$ cat config.mk
export PLATFORM = sky130hd
export DESIGN_NAME = timer_sched_flat
export DESIGN_NICKNAME = d
export VERILOG_FILES = /design/src/rtl/timer_sched_if.sv /design/src/rtl/timer_sched.sv /design/src/flat_wrapper.sv
export SDC_FILE = /design/constraint.sdc
export NUM_CORES = 1
export LEC_CHECK = 0
export ABC_AREA = 1
export BUFFER_PORTS_ARGS = -buffer_cell sky130_fd_sc_hd__buf_2
export CAP_MARGIN = 5
export CORE_MARGIN = 2
export CORE_UTILIZATION = 24
export CTS_CLUSTER_SIZE = 14
export DETAILED_ROUTE_END_ITERATION = 16
export PLACE_DENSITY = 0.51
export SKIP_LAST_GASP = 1
export SYNTH_ARGS = -nofsm -noshare
export SYNTH_HDL_FRONTEND = slang
export SYNTH_SLANG_ARGS = --single-unit
export TNS_END_PERCENT = 5
$ cat constraint.sdc
create_clock -name clk_in -period 2.26 [get_ports clk_in]
set_input_delay 0.226 -clock clk_in [delete_from_list [all_inputs] [get_ports clk_in]]
set_output_delay 0.226 -clock clk_in [all_outputs]
set_load 0.01 [all_outputs]
$ cat src/rtl/timer_sched_if.sv
// Bus between timer_sched and its requesters. The scheduler side uses the slave
// modport and the requester side uses the master modport.
interface timer_sched_if #(
  parameter int ID_W  = 2,
  parameter int CNT_W = 16
);
  localparam int NUM_REQ = 2**ID_W;

  logic [NUM_REQ-1:0]       req;
  logic [NUM_REQ*CNT_W-1:0] load_val;
  logic [NUM_REQ-1:0]       grant;
  logic [NUM_REQ-1:0]       done;
  logic                     abort;
  logic                     busy;
  logic [ID_W-1:0]          cur_id;
  logic [CNT_W-1:0]         count;

  modport master (
    output req, load_val,
    input  grant, done, abort, busy, cur_id, count
  );

  modport slave (
    input  req, load_val,
    output grant, done, abort, busy, cur_id, count
  );
endinterface

$ cat src/rtl/timer_sched.sv
// Shares one down-counter timer among 2**ID_W requesters, round-robin by default.
// Define TIMER_SCHED_FIXED_PRIO_EN for fixed priority (lowest index wins).
module timer_sched #(
  parameter int ID_W  = 2,
  parameter int CNT_W = 16
) (
  input  logic         clk_in,
  input  logic         resetb,
  timer_sched_if.slave bus
);
  localparam int NUM_REQ = 2**ID_W;

  localparam logic [1:0] S_IDLE = 2'd0;
  localparam logic [1:0] S_RUN  = 2'd1;
  localparam logic [1:0] S_GAP  = 2'd2;

  logic [1:0]         r_state;
  logic [NUM_REQ-1:0] r_grant;
  logic [NUM_REQ-1:0] r_done;
  logic               r_abort;
  logic [ID_W-1:0]    r_cur_id;
  logic [CNT_W-1:0]   r_count;

  logic [ID_W-1:0]    w_win;
  logic               w_any;
  logic [NUM_REQ-1:0] w_win_oh;
  logic [NUM_REQ-1:0] w_cur_oh;

  assign w_any    = |bus.req;
  assign w_win_oh = NUM_REQ'(1) << w_win;
  assign w_cur_oh = NUM_REQ'(1) << r_cur_id;

`ifdef TIMER_SCHED_FIXED_PRIO_EN
  always_comb begin
    // NOTE: default every always_comb output first so no path leaves it unassigned (no latch).
    w_win = '0;
    for (int i = NUM_REQ-1; i >= 0; i--) begin
      if (bus.req[i]) w_win = ID_W'(i);
    end
  end
`else
  logic [ID_W-1:0] r_rr_ptr;
  logic [ID_W-1:0] w_idx;

  // Walk from farthest to nearest offset so the nearest set bit past rr_ptr wins.
  always_comb begin
    // NOTE: default every always_comb output first so no path leaves it unassigned (no latch).
    w_win = '0;
    w_idx = '0;
    for (int k = NUM_REQ-1; k >= 0; k--) begin
      w_idx = r_rr_ptr + ID_W'(k);
      if (bus.req[w_idx]) w_win = w_idx;
    end
  end

  always_ff @(posedge clk_in or negedge resetb) begin
    if (!resetb) begin
      r_rr_ptr <= '0;
    end else if (r_state == S_GAP) begin
      r_rr_ptr <= r_cur_id + ID_W'(1);
    end
  end
`endif

  always_ff @(posedge clk_in or negedge resetb) begin
    // NOTE: state registers use non-blocking assignments so every flop samples pre-edge values.
    if (!resetb) begin
      r_state  <= S_IDLE;
      r_grant  <= '0;
      r_done   <= '0;
      r_abort  <= 1'b0;
      r_cur_id <= '0;
      r_count  <= '0;
    end else begin
      r_done  <= '0;
      r_abort <= 1'b0;
      case (r_state)
        S_IDLE: begin
          if (w_any) begin
            r_grant  <= w_win_oh;
            r_cur_id <= w_win;
            r_count  <= bus.load_val[w_win*CNT_W +: CNT_W];
            r_state  <= S_RUN;
          end
        end
        S_RUN: begin
          // Withdrawal beats completion when both happen in the same cycle.
          if (!bus.req[r_cur_id]) begin
            r_abort <= 1'b1;
            r_grant <= '0;
            r_state <= S_GAP;
          end else if (r_count == '0) begin
            r_done  <= w_cur_oh;
            r_grant <= '0;
            r_state <= S_GAP;
          end else begin
            r_count <= r_count - CNT_W'(1);
          end
        end
        S_GAP:   r_state <= S_IDLE;
        default: r_state <= S_IDLE;
      endcase
    end
  end

  assign bus.grant  = r_grant;
  assign bus.done   = r_done;
  assign bus.abort  = r_abort;
  assign bus.busy   = (r_state == S_RUN) || (r_state == S_GAP);
  assign bus.cur_id = r_cur_id;
  assign bus.count  = r_count;
endmodule
$ cat src/flat_wrapper.sv
// flat-port wrapper written by rule: the top's interface ports become plain ports
module timer_sched_flat 
#(
  parameter int ID_W  = 2,
  parameter int CNT_W = 16
)
  (clk_in, resetb, bus_req, bus_load_val, bus_grant, bus_done, bus_abort, bus_busy, bus_cur_id, bus_count);
  timer_sched_if #(.ID_W(ID_W), .CNT_W(CNT_W)) bus_i ();
  input  logic clk_in;
  input  logic resetb;
  input wire logic [$bits(bus_i.req)-1:0] bus_req;
  input wire logic [$bits(bus_i.load_val)-1:0] bus_load_val;
  output wire logic [$bits(bus_i.grant)-1:0] bus_grant;
  output wire logic [$bits(bus_i.done)-1:0] bus_done;
  output wire logic [$bits(bus_i.abort)-1:0] bus_abort;
  output wire logic [$bits(bus_i.busy)-1:0] bus_busy;
  output wire logic [$bits(bus_i.cur_id)-1:0] bus_cur_id;
  output wire logic [$bits(bus_i.count)-1:0] bus_count;
  assign bus_i.req = bus_req;
  assign bus_i.load_val = bus_load_val;
  assign bus_grant = bus_i.grant;
  assign bus_done = bus_i.done;
  assign bus_abort = bus_i.abort;
  assign bus_busy = bus_i.busy;
  assign bus_cur_id = bus_i.cur_id;
  assign bus_count = bus_i.count;
  timer_sched #(.ID_W(ID_W), .CNT_W(CNT_W)) u_core (.clk_in(clk_in), .resetb(resetb), .bus(bus_i));
endmodule
==> metrics, run 1 <==
count of synthesis-stage warnings from yosys=0; final instance count without filler cells=670; net count reported at finish=607; count of routing violations after the opening detailed-route iteration=164; number of clock sinks=31; prevailing post-synth register cell=sky130_fd_sc_hd__dfrtp_1; class of the worst hold path=primary input to async pin; most frequent cell after synthesis=sky130_fd_sc_hd__nand2_1; global-route track usage on met2=0.238; wire length of the first global-routing pass=13700 um; routing layer with the top usage in global route=met2; worst max-slew margin expressed relative to the limit=0.501; sort of element at the end of the critical path=flop; max-slew violation total from the final report=0; detailed-routing iteration count for the pre-antenna-repair pass=4; static leakage power=1.95 nW; final RePlAce weighted congestion=0.890; area of the mapped netlist=2610 um2; Global Route met1 Usage=0.206; number of global-route vias before repair=2813; Skew-Pair Late Insertion Delay=0.28 ns; clock tree root buffer cell=sky130_fd_sc_hd__clkbuf_8; core footprint=10700 um2; share of total power in sequential cells=0.194; overall routed net length=8320 um; largest driver fanout on the critical path=23; average routed wire per standard cell=12.4 um; Remaining DRCs=0; die footprint=11700 um2; RSZ-0062 raised after global routing=yes; area grow syn2layout=30.3%; layout cell share with drive strength beyond 1=0.260; Max H-tree Level=2; power per standard cell area=1660 nW/um2; clock-pin slew on the worst setup and hold paths=0.07 ns; Worst Clk Skew=0.0112 ns; number of nets with antenna violations after routing=0; GR Overflow Total=0; Post-Route Utilization=0.318; final-report hold violation count=0; part of the power in the clock network=0.103; TritonCTS clock tree=built; final HPWL from detailed placement=6760 um; y dimension of the die=108 um; Vias=2970; #FFs+latches synth=31; Die X=108 um; tightest hold margin=0.00204 ns; Switching Share=0.534; number of port buffers=97; global-route met3 utilization=0.0229; Peak supply drop=0.000621 V; Setup TNS Final=0 ns; critical path startpoint category=flop; number of flops mapped to enable cells by yosys=0; CTS max path bufs=2; sequential element share of the synthesized area=0.298; synthesized net count=507; number of antenna repair diodes=0; I/O pin count=98; share of the synthesized area in the top cell type=0.298; number of placed instances with taps included=660; Pint=2.62 mW; standard-cell rows=38; syn_area_per_cell=6.08 um2; Setup WS pre-CTS=0.104 ns; leading cell types by count after synthesis=179 x sky130_fd_sc_hd__nand2_1, 48 x sky130_fd_sc_hd__nand3_1, 36 x sky130_fd_sc_hd__inv_1, 32 x sky130_fd_sc_hd__nor2_1, 31 x sky130_fd_sc_hd__dfrtp_1; number of vias per cell=4.43; Setup CP Type=flop to flop; top cells by area, synth=sky130_fd_sc_hd__dfrtp_1 30%, sky130_fd_sc_hd__nand2_1 26%, sky130_fd_sc_hd__nand3_1 9.2%; initial antenna violation count=0; result of the run=finished, final reports clean; gr usage total=0.146; Worst-Margin Slew=0.748 ns; number of buffers inserted during clock tree synthesis=5; reported max-cap violation count=0; worst path required time=2.42 ns; fraction of the cycle the final worst path needs=0.951; Syn Inst Count=429; combinational fraction of design power=0.703; CTS Hold Bufs=0; final-report setup violation count=0; maximum number of pins on one net before global-route repair=32; largest area contributor in the netlist=sky130_fd_sc_hd__dfrtp_1; f_max=465 MHz; switching power of the nets=3.01 mW; Netlist cell types=30; critical path arrival=2.31 ns; proportion of register bits with asynchronous set or reset after synthesis=1.00; Starting Density=0.244; final worst slack=0.110 ns; crit path time final=2.15 ns
critical path, stage by stage, from the launching register on:
cell and delay [ns]:
sky130_fd_sc_hd__dfrtp_1 0.39, sky130_fd_sc_hd__inv_1 0.12, sky130_fd_sc_hd__ha_1 0.24, sky130_fd_sc_hd__nand2_1 0.15, sky130_fd_sc_hd__nor2_1 0.19, sky130_fd_sc_hd__nand4_1 0.18, sky130_fd_sc_hd__o21ai_1 0.15, sky130_fd_sc_hd__nor2_1 0.08
sky130_fd_sc_hd__inv_2 0.13, sky130_fd_sc_hd__buf_12 0.17, sky130_fd_sc_hd__a21oi_1 0.08, sky130_fd_sc_hd__o21ai_1 0.09, sky130_fd_sc_hd__nand2_1 0.06
area by class of cell:
class / instances / area, um2
inverters: 43 / 164
flip-flops and latches: 31 / 777
clock inverters: 2 / 35.0
multi-input cells: 338 / 1570
clock buffers: 6 / 82.6
fillers: 1211 / 7300
repair buffers: 110 / 596
well taps: 140 / 175
flip-flops by register name (all words and copies together) (netlist names):
register and cells:
u_core.r_rr_ptr 2, u_core.bus.cur_id 2, u_core.bus.abort 1, u_core.bus.done 4
u_core.bus.grant 4, u_core.bus.count 16, u_core.r_state 2
worst paths after layout:
| check | startpoint | to | slack [ns] | cells after the start |
|---|---|---|---|---|
| min reg2reg | u_core.r_state[1] | u_core.r_state[1] | 0.53 | 2 |
| max in group asynchronous | resetb | u_core.r_rr_ptr[0] | 1.75 | 1 |
| min in group clk_in | bus_load_val[47] | u_core.bus.count[15] | 0.26 | 5 |
| max reg2reg | u_core.bus.count[0] | u_core.bus.count[10] | 0.11 | 12 |
| max | u_core.bus.count[0] | u_core.bus.count[10] | 0.11 | 12 |
| min | resetb | u_core.r_rr_ptr[1] | 0.002 | 1 |
stage by stage:
| step | area (um2) | total power, mW |
|---|---|---|
| 3_5_place_dp | 3260 | 5.02 |
| 5_1_grt | 3400 | 6.34 |
| 4_1_cts | 3380 | 5.62 |
| 2_1_floorplan | 2610 | 3.93 |
| 3_3_place_gp | 3260 | 4.98 |
| 6_report | 3400 | 5.63 |
cells in the final DEF, fill, tap and decap left out, types with 3 or more instances in the layout:
cell                         n
sky130_fd_sc_hd__nor2_1     32
sky130_fd_sc_hd__buf_2      97
sky130_fd_sc_hd__nand3_2     3
sky130_fd_sc_hd__o21ai_0    16
sky130_fd_sc_hd__nand2_2     3
sky130_fd_sc_hd__nand2_1   179
sky130_fd_sc_hd__dfrtp_1    30
sky130_fd_sc_hd__o21ai_1     6
sky130_fd_sc_hd__xor2_1      3
sky130_fd_sc_hd__clkbuf_8    6
sky130_fd_sc_hd__a21oi_1    20
sky130_fd_sc_hd__ha_1        8
sky130_fd_sc_hd__inv_2       6
sky130_fd_sc_hd__inv_1      36
sky130_fd_sc_hd__buf_4      12
sky130_fd_sc_hd__o22ai_1     3
sky130_fd_sc_hd__nand3_1    48
logic make-up (layout without fill, tap and decap cells):
family          count (synthesis)  after routing  synth area share
compound gates                 50             50             0.105
flops                          31             31             0.298
fa+ha+maj                       8              8            0.0384
xor+xnor                        5              5            0.0168
simple gates                  275            275             0.440
buf+inv                        60            161             0.102
power groups by stage:
stage / clock [mW] / combinational (mW) / sequential, mW
2_1_floorplan: 0 / 2.83 / 1.10
3_3_place_gp: 0 / 3.87 / 1.11
3_5_place_dp: 0 / 3.92 / 1.10
4_1_cts: 0.594 / 3.94 / 1.09
5_1_grt: 0.618 / 4.59 / 1.13
6_report: 0.582 / 3.96 / 1.09
layer usage:
metal  share of wire  vias to the layer above
met1            0.48                     1333
met5               0                        -
li1                -                     1557
met4          0.0056                        0
met2            0.45                       78
met3           0.057                        2
timing repair:
| item | CTS | global route |
|---|---|---|
| gates resized for setup | 0 | 2 |
| setup endpoints to repair | 0 | 17 |
| buffers inserted | 0 | 2 |
(Power assumes the default switching activity.)
==> run 2: changes to the inputs <==
--- a/config.mk
+++ b/config.mk
@@ -12,7 +12,8 @@
 export CORE_UTILIZATION = 24
 export CTS_CLUSTER_SIZE = 14
 export DETAILED_ROUTE_END_ITERATION = 16
-export PLACE_DENSITY = 0.51
+export PLACE_DENSITY = 0.57
+export REMOVE_ABC_BUFFERS = 1
 export SKIP_LAST_GASP = 1
 export SYNTH_ARGS = -nofsm -noshare
 export SYNTH_HDL_FRONTEND = slang
==> constraint.sdc (replaced) <==
create_clock -name clk_in -period 2.17 [get_ports clk_in]
set_input_delay 0.217 -clock clk_in [delete_from_list [all_inputs] [get_ports clk_in]]
set_output_delay 0.217 -clock clk_in [all_outputs]
set_load 0.01 [all_outputs]
==> run 2 against run 1 <==
Compared with the run above:
- the flow now finishes with violations (hold timing)
- die area unchanged
- critical path depth decreased by 2
- register-to-register slack improved by 0.08 ns
- sequential share of layout area increased by 0.076 points
- sequential power increased by 5%
- count of clock-buffer cells in the layout increased by 2
- global-route usage decreased by 0.82 points
- non-clock buffer count decreased by 2
- final cell count decreased by 0.30%
- clock skew decreased by 0.0044 ns
- critical path type unchanged
==> metrics, run 2 (synthesis gave the netlist of run 1 again) <==
result of the run=complete, but fails checks; violations in the final reports=hold timing; Worst-Margin Slew=0.737 ns (-0.0111 ns); standard-cell rows=38 (unchanged); Remaining DRCs=0 (unchanged); Setup CP Type=flop to flop; setup slack on the worst flop-to-flop path=0.19 ns (+0.08 ns); Peak supply drop=0.000625 V (+0.75%); critical path arrival=2.19 ns (-0.12 ns); number of clock sinks=31 (unchanged); sort of element at the end of the critical path=flop; leading cell types in the layout, fill and taps excluded=179 x sky130_fd_sc_hd__nand2_1, 97 x sky130_fd_sc_hd__buf_2, 48 x sky130_fd_sc_hd__nand3_1; max-slew violation total from the final report=0 (unchanged); Die X=108 um (unchanged); R2R Path Start=u_core.bus.count[0]; number of nets with antenna violations after routing=0 (unchanged); buffer count from post-CTS setup fixing=0 (unchanged); final-report setup violation count=0 (unchanged); final RePlAce weighted congestion=0.840 (-5.7%); I/O pin count=98 (unchanged); area grow syn2layout=29.9%; clock tree root buffer cell=sky130_fd_sc_hd__clkbuf_8; Worst R2R Path Depth=10 (-2); fraction of the cycle the final worst path needs=0.914 (-0.0372); power per standard cell area=1720 nW/um2 (+3.6%); worst path required time=2.38 ns (-0.04 ns); net count reported at finish=605 (-0.33%); detailed-routing iteration count for the pre-antenna-repair pass=4 (unchanged); number of vias per cell=4.41 (-0.48%); average routed wire per standard cell=12.0 um (-3.2%); Max H-tree Level=2 (unchanged); overall routed net length=8030 um (-3.5%); number of global-route vias before repair=2636 (-6.3%); layout cell share with drive strength beyond 1=0.254 (-0.00659); largest driver fanout on the critical path=5 (-78%); final HPWL from detailed placement=6340 um (-6.2%); TritonCTS clock tree=built; number of buffers inserted during clock tree synthesis=5 (unchanged); count of routing violations after the opening detailed-route iteration=173 (+5.5%); y dimension of the die=108 um (unchanged); end of the worst register-to-register path=u_core.bus.grant[2]; die footprint=11700 um2 (unchanged); leading cell type in the layout, fill and taps excluded=sky130_fd_sc_hd__nand2_1; Setup WS pre-CTS=0.179 ns (+0.0749 ns); final worst slack=0.186 ns (+0.0763 ns); placed instance area=3280 um2 (+0.77%); Starting Density=0.244 (unchanged); GR Overflow Total=0 (unchanged); static leakage power=1.94 nW (-0.54%); Skew-Pair Late Insertion Delay=0.29 ns (about the same); reported max-cap violation count=0 (unchanged); crit path time final=1.98 ns (-0.166 ns); gr usage total=0.138 (-0.00822); class of the worst hold path=primary input to async pin; f_max=504 MHz (+8.4%); Worst Clk Skew=0.00685 ns (-0.00439 ns); Vias=2947 (-0.77%); CTS max path bufs=2 (unchanged); RSZ-0062 raised after global routing=yes; initial antenna violation count=0 (unchanged); worst max-slew margin expressed relative to the limit=0.509 (+0.00741); Layout fillers=1199 (-0.99%); core footprint=10700 um2 (unchanged); tightest hold margin=-0.0191 ns (-0.0211 ns); number of port buffers=97 (unchanged); Final Cell Area=3390 um2 (-0.33%); critical path startpoint category=flop; number of antenna repair diodes=0 (unchanged); final-report hold violation count=17 (+17); number of flip-flops in the largest register=16 (unchanged); maximum number of pins on one net before global-route repair=32 (unchanged); wire length of the first global-routing pass=12800 um (-6.1%); clock-pin slew on the worst setup and hold paths=0.07 ns (about the same)
-- run 2: cell type report --
class / instances / area, um2 / area share
Clock buffer: 8 / 100 / 0.0296
Timing Repair Buffer: 108 / 606 / 0.179
Inverter: 43 / 164 / 0.0484
Multi-Input combinational cell: 338 / 1560 / 0.462
Sequential cell: 31 / 777 / 0.229
Tap cell: 140 / 175 / 0.0517
-- run 2: how the worst max path moves through the flow --
stage / startpoint / cells after the start / slack [ns] / endpoint
floorplan: u_core.r_rr_ptr[0] / 13 / 0.17 / u_core.bus.count[3]
global placement: u_core.r_rr_ptr[0] / 14 / 0.27 / u_core.bus.count[13]
detailed placement: u_core.r_rr_ptr[0] / 15 / 0.18 / u_core.bus.count[6]
CTS: u_core.r_rr_ptr[0] / 15 / 0.15 / u_core.bus.count[6]
global route: u_core.bus.count[0] / 10 / -0.06 / u_core.bus.grant[2]
finish: u_core.bus.count[0] / 10 / 0.19 / u_core.bus.grant[2]
-- run 2: through the flow --
stage | setup TNS, ns | cells | hold WS [ns] | total power [mW] | utilization
after floorplan | 0 | 412 | -0.0786 | 3.82 | -
after global placement | 0 | 660 | 0.316 | 5.26 | 0.307
after detailed placement | 0 | 660 | 0.327 | 5.33 | 0.307
after CTS | 0 | 668 | 0.00877 | 5.88 | 0.316
after global routing | -0.0561 | 668 | 0.0341 | 6.50 | 0.316
final | 0 | 668 | -0.0191 | 5.82 | 0.316
-- run 2: per-layer routing --
layer  global-route usage  vias to the layer above  wire (um)  share of wire
met4               0.0449                        0        127          0.016
li1                     -                     1543          -              -
met5                    0                        -          0              0
met1                0.188                     1314       3880           0.48
met3               0.0169                       10        368          0.046
met2                0.227                       80       3650           0.46
-- run 2: report_power, final --
part           switching, mW  total (mW)  internal [mW]
logic                   2.59        4.16           1.57
registers              0.301        1.14          0.838
clock network          0.230       0.520          0.290
-- run 2: timing repair --
item	in CTS	in global routing
hold buffers	0	0
resized for setup	0	1
setup endpoints to repair	0	14
-- run 2: critical path: stages, from the launching register on --
cell and delay, ns:
sky130_fd_sc_hd__dfrtp_1 0.37, sky130_fd_sc_hd__inv_1 0.11, sky130_fd_sc_hd__ha_1 0.23, sky130_fd_sc_hd__nand2_1 0.13, sky130_fd_sc_hd__nor2_1 0.17, sky130_fd_sc_hd__nand4_1 0.16, sky130_fd_sc_hd__nand3_1 0.12, sky130_fd_sc_hd__nand2_1 0.11
sky130_fd_sc_hd__a21oi_1 0.32, sky130_fd_sc_hd__nand3_1 0.10, sky130_fd_sc_hd__o21ai_0 0.09
==> run 3: changes to the inputs <==
==> constraint.sdc (replaced) <==
create_clock -name clk_in -period 2.5 [get_ports clk_in]
set_input_delay 0.25 -clock clk_in [delete_from_list [all_inputs] [get_ports clk_in]]
set_output_delay 0.25 -clock clk_in [all_outputs]
set_load 0.01 [all_outputs]
==> run 3 against run 2 <==
Compared with the run above:
- the run now ends clean
- power fell by 16%
- routed wire length rose by 2.9%
- first-iteration DRC count shrank 5.2%
- sequential share of layout area up 0.37 points
- worst hold slack improved by 0.035 ns
==> metrics, run 3 (synthesis gave the netlist of run 1 again) <==
result of the run=finished, final reports clean; final RePlAce weighted congestion=0.823 (-2.0%); Setup WS pre-CTS=0.324 ns (+0.145 ns); share of total power in sequential cells=0.203 (+0.007); Skew-Pair Late Insertion Delay=0.29 ns (about the same); critical path startpoint category=flop; Peak supply drop=0.000377 V (-40%); count of routing violations after the opening detailed-route iteration=164 (-5.2%); sort of element at the end of the critical path=flop; y dimension of the die=108 um (unchanged); crit path capture=u_core.bus.count[15]; Worst-Margin Slew=0.753 ns (+0.0159 ns); max-slew violation total from the final report=0 (unchanged); number of flip-flops in the largest register=16 (unchanged); WL met3=372 um (+1.1%); worst path required time=2.68 ns (+0.30 ns); Final Cell Area=3330 um2 (-1.7%); reported max-cap violation count=0 (unchanged); class of the worst hold path=primary input to async pin; standard-cell rows=38 (unchanged); net count reported at finish=600 (-0.83%); number of port buffers=97 (unchanged); Pint=2.21 mW (-18%); number of antenna repair diodes=0 (unchanged); Vias=2954 (+0.24%); final-report setup violation count=0 (unchanged); I/O pin count=98 (unchanged); Post-Route M1 WL=4060 um (+4.6%); overall routed net length=8270 um (+2.9%); clock tree root buffer cell=sky130_fd_sc_hd__clkbuf_8; part of the power in the clock network=0.108 (+0.019); Starting Density=0.244 (unchanged); number of buffers inserted during clock tree synthesis=5 (unchanged); power per standard cell area=1470 nW/um2 (-14%); launching element of the worst setup path=u_core.bus.count[0]; Die X=108 um (unchanged); detailed-routing iteration count for the pre-antenna-repair pass=4 (unchanged); number of clock sinks=31 (unchanged); f_max=458 MHz (-9.1%); critical path arrival=2.36 ns (+0.17 ns); area grow syn2layout=27.7%; Setup CP Type=flop to flop; leading cell type in the layout, fill and taps excluded=sky130_fd_sc_hd__nand2_1; clock-pin slew on the worst setup and hold paths=0.07 ns (about the same); layout cell share with drive strength beyond 1=0.247 (-0.00713); total power=4.90 mW (-16%); number of global-route vias before repair=2753 (+4.4%); # resized after CTS=0 (unchanged); Worst R2R Path Depth=11 (+1); wire length of the first global-routing pass=13200 um (+2.7%); TritonCTS clock tree=built; die footprint=11700 um2 (unchanged); number of vias per cell=4.46 (+0.99%); core footprint=10700 um2 (unchanged); highest metal used=met4; Max H-tree Level=2 (unchanged); CTS Hold Bufs=0 (unchanged); final HPWL from detailed placement=6490 um (+2.4%); buffer count from post-CTS setup fixing=0 (unchanged); end of the worst register-to-register path=u_core.bus.count[15]; largest driver fanout on the critical path=31 (+26); final-report hold violation count=0 (-17); Setup TNS Final=0 ns (unchanged); GR Overflow Total=0 (unchanged); switching power of the nets=2.69 mW (-14%); Remaining DRCs=0 (unchanged); leading cell types in the layout, fill and taps excluded=179 x sky130_fd_sc_hd__nand2_1, 97 x sky130_fd_sc_hd__buf_2, 48 x sky130_fd_sc_hd__nand3_1; wire length on met2=3610 um (-1.2%); worst max-slew margin expressed relative to the limit=0.498 (-0.0106); combinational fraction of design power=0.689 (-0.026); gr usage total=0.141 (+0.00328); Switching Share=0.549 (+0.0128); setup slack on the worst flop-to-flop path=0.32 ns (+0.13 ns); Worst Clk Skew=0.00680 ns (-0.0000509 ns); initial antenna violation count=0 (unchanged); final worst slack=0.319 ns (+0.133 ns); static leakage power=1.91 nW (-1.4%); R2R Path Start=u_core.bus.count[0]; CTS max path bufs=2 (unchanged); fraction of the cycle the final worst path needs=0.872 (-0.0417); crit path time final=2.18 ns (+0.197 ns); placed instance area=3210 um2 (-2.3%); Layout fillers=1214 (+1.3%); maximum number of pins on one net before global-route repair=32 (unchanged); RSZ-0062 raised after global routing=no; average routed wire per standard cell=12.5 um (+3.7%); number of nets with antenna violations after routing=0 (unchanged)
==> run 3: cell count changes in the layout (fill, tap and decap cells not counted), sizes merged <==
cell / delta
buf: -5
bufinv: +1
clkbuf: -2
clkinv: +1
==> run 3: metrics by stage <==
stage               utilization  instances  hold slack (ns)
finish                    0.311        663           0.0159
global route              0.311        663           0.0748
CTS                       0.311        663           0.0541
detailed placement        0.300        655            0.362
global placement          0.300        655            0.353
floorplan                     -        412          -0.0456
==> run 3: worst min path at each step <==
| stage | endpoint | cells past startpoint | startpoint |
|---|---|---|---|
| after floorplan | u_core.bus.abort | 0 | resetb |
| after global placement | u_core.r_rr_ptr[0] | 1 | resetb |
| after detailed placement | u_core.r_rr_ptr[0] | 1 | resetb |
| after CTS | u_core.bus.done[1] | 1 | resetb |
| after global routing | u_core.bus.done[1] | 1 | resetb |
| final | u_core.r_rr_ptr[0] | 1 | resetb |
==> run 3: per-layer routing <==
metal	vias to the layer above	global-route usage
met1	1319	0.193
met2	78	0.225
met3	18	0.0205
li1	1539	-
met5	-	0
met4	0	0.0568
==> run 3: power groups by stage <==
stage,clock network [mW],registers (mW),logic [mW]
floorplan,0,1.01,2.31
global placement,0,0.993,3.35
detailed placement,0,0.997,3.39
CTS,0.538,0.991,3.41
global route,0.559,1.02,3.89
finish,0.529,0.996,3.38
==> run 3: worst max-delay path, stage by stage, from the launching register on <==
cell and delay (ns):
sky130_fd_sc_hd__dfrtp_1 0.37, sky130_fd_sc_hd__inv_1 0.11, sky130_fd_sc_hd__ha_1 0.22, sky130_fd_sc_hd__nand2_1 0.15, sky130_fd_sc_hd__nor2_1 0.20, sky130_fd_sc_hd__nand4_1 0.16
sky130_fd_sc_hd__o21ai_1 0.15, sky130_fd_sc_hd__nor2_1 0.07, sky130_fd_sc_hd__inv_2 0.37, sky130_fd_sc_hd__nor2_1 0.10, sky130_fd_sc_hd__o21ai_1 0.11, sky130_fd_sc_hd__nand2_1 0.06
==> run 3: cell type report <==
class / instances / area, um2 / share of cell area
Multi-Input combinational cell: 338 / 1560 / 0.470
Sequential cell: 31 / 776 / 0.233
Timing Repair Buffer: 103 / 531 / 0.159
Tap cell: 140 / 175 / 0.0527
Inverter: 43 / 164 / 0.0493
Clock buffer: 6 / 82.6 / 0.0248
Clock inverter: 2 / 35.0 / 0.0105
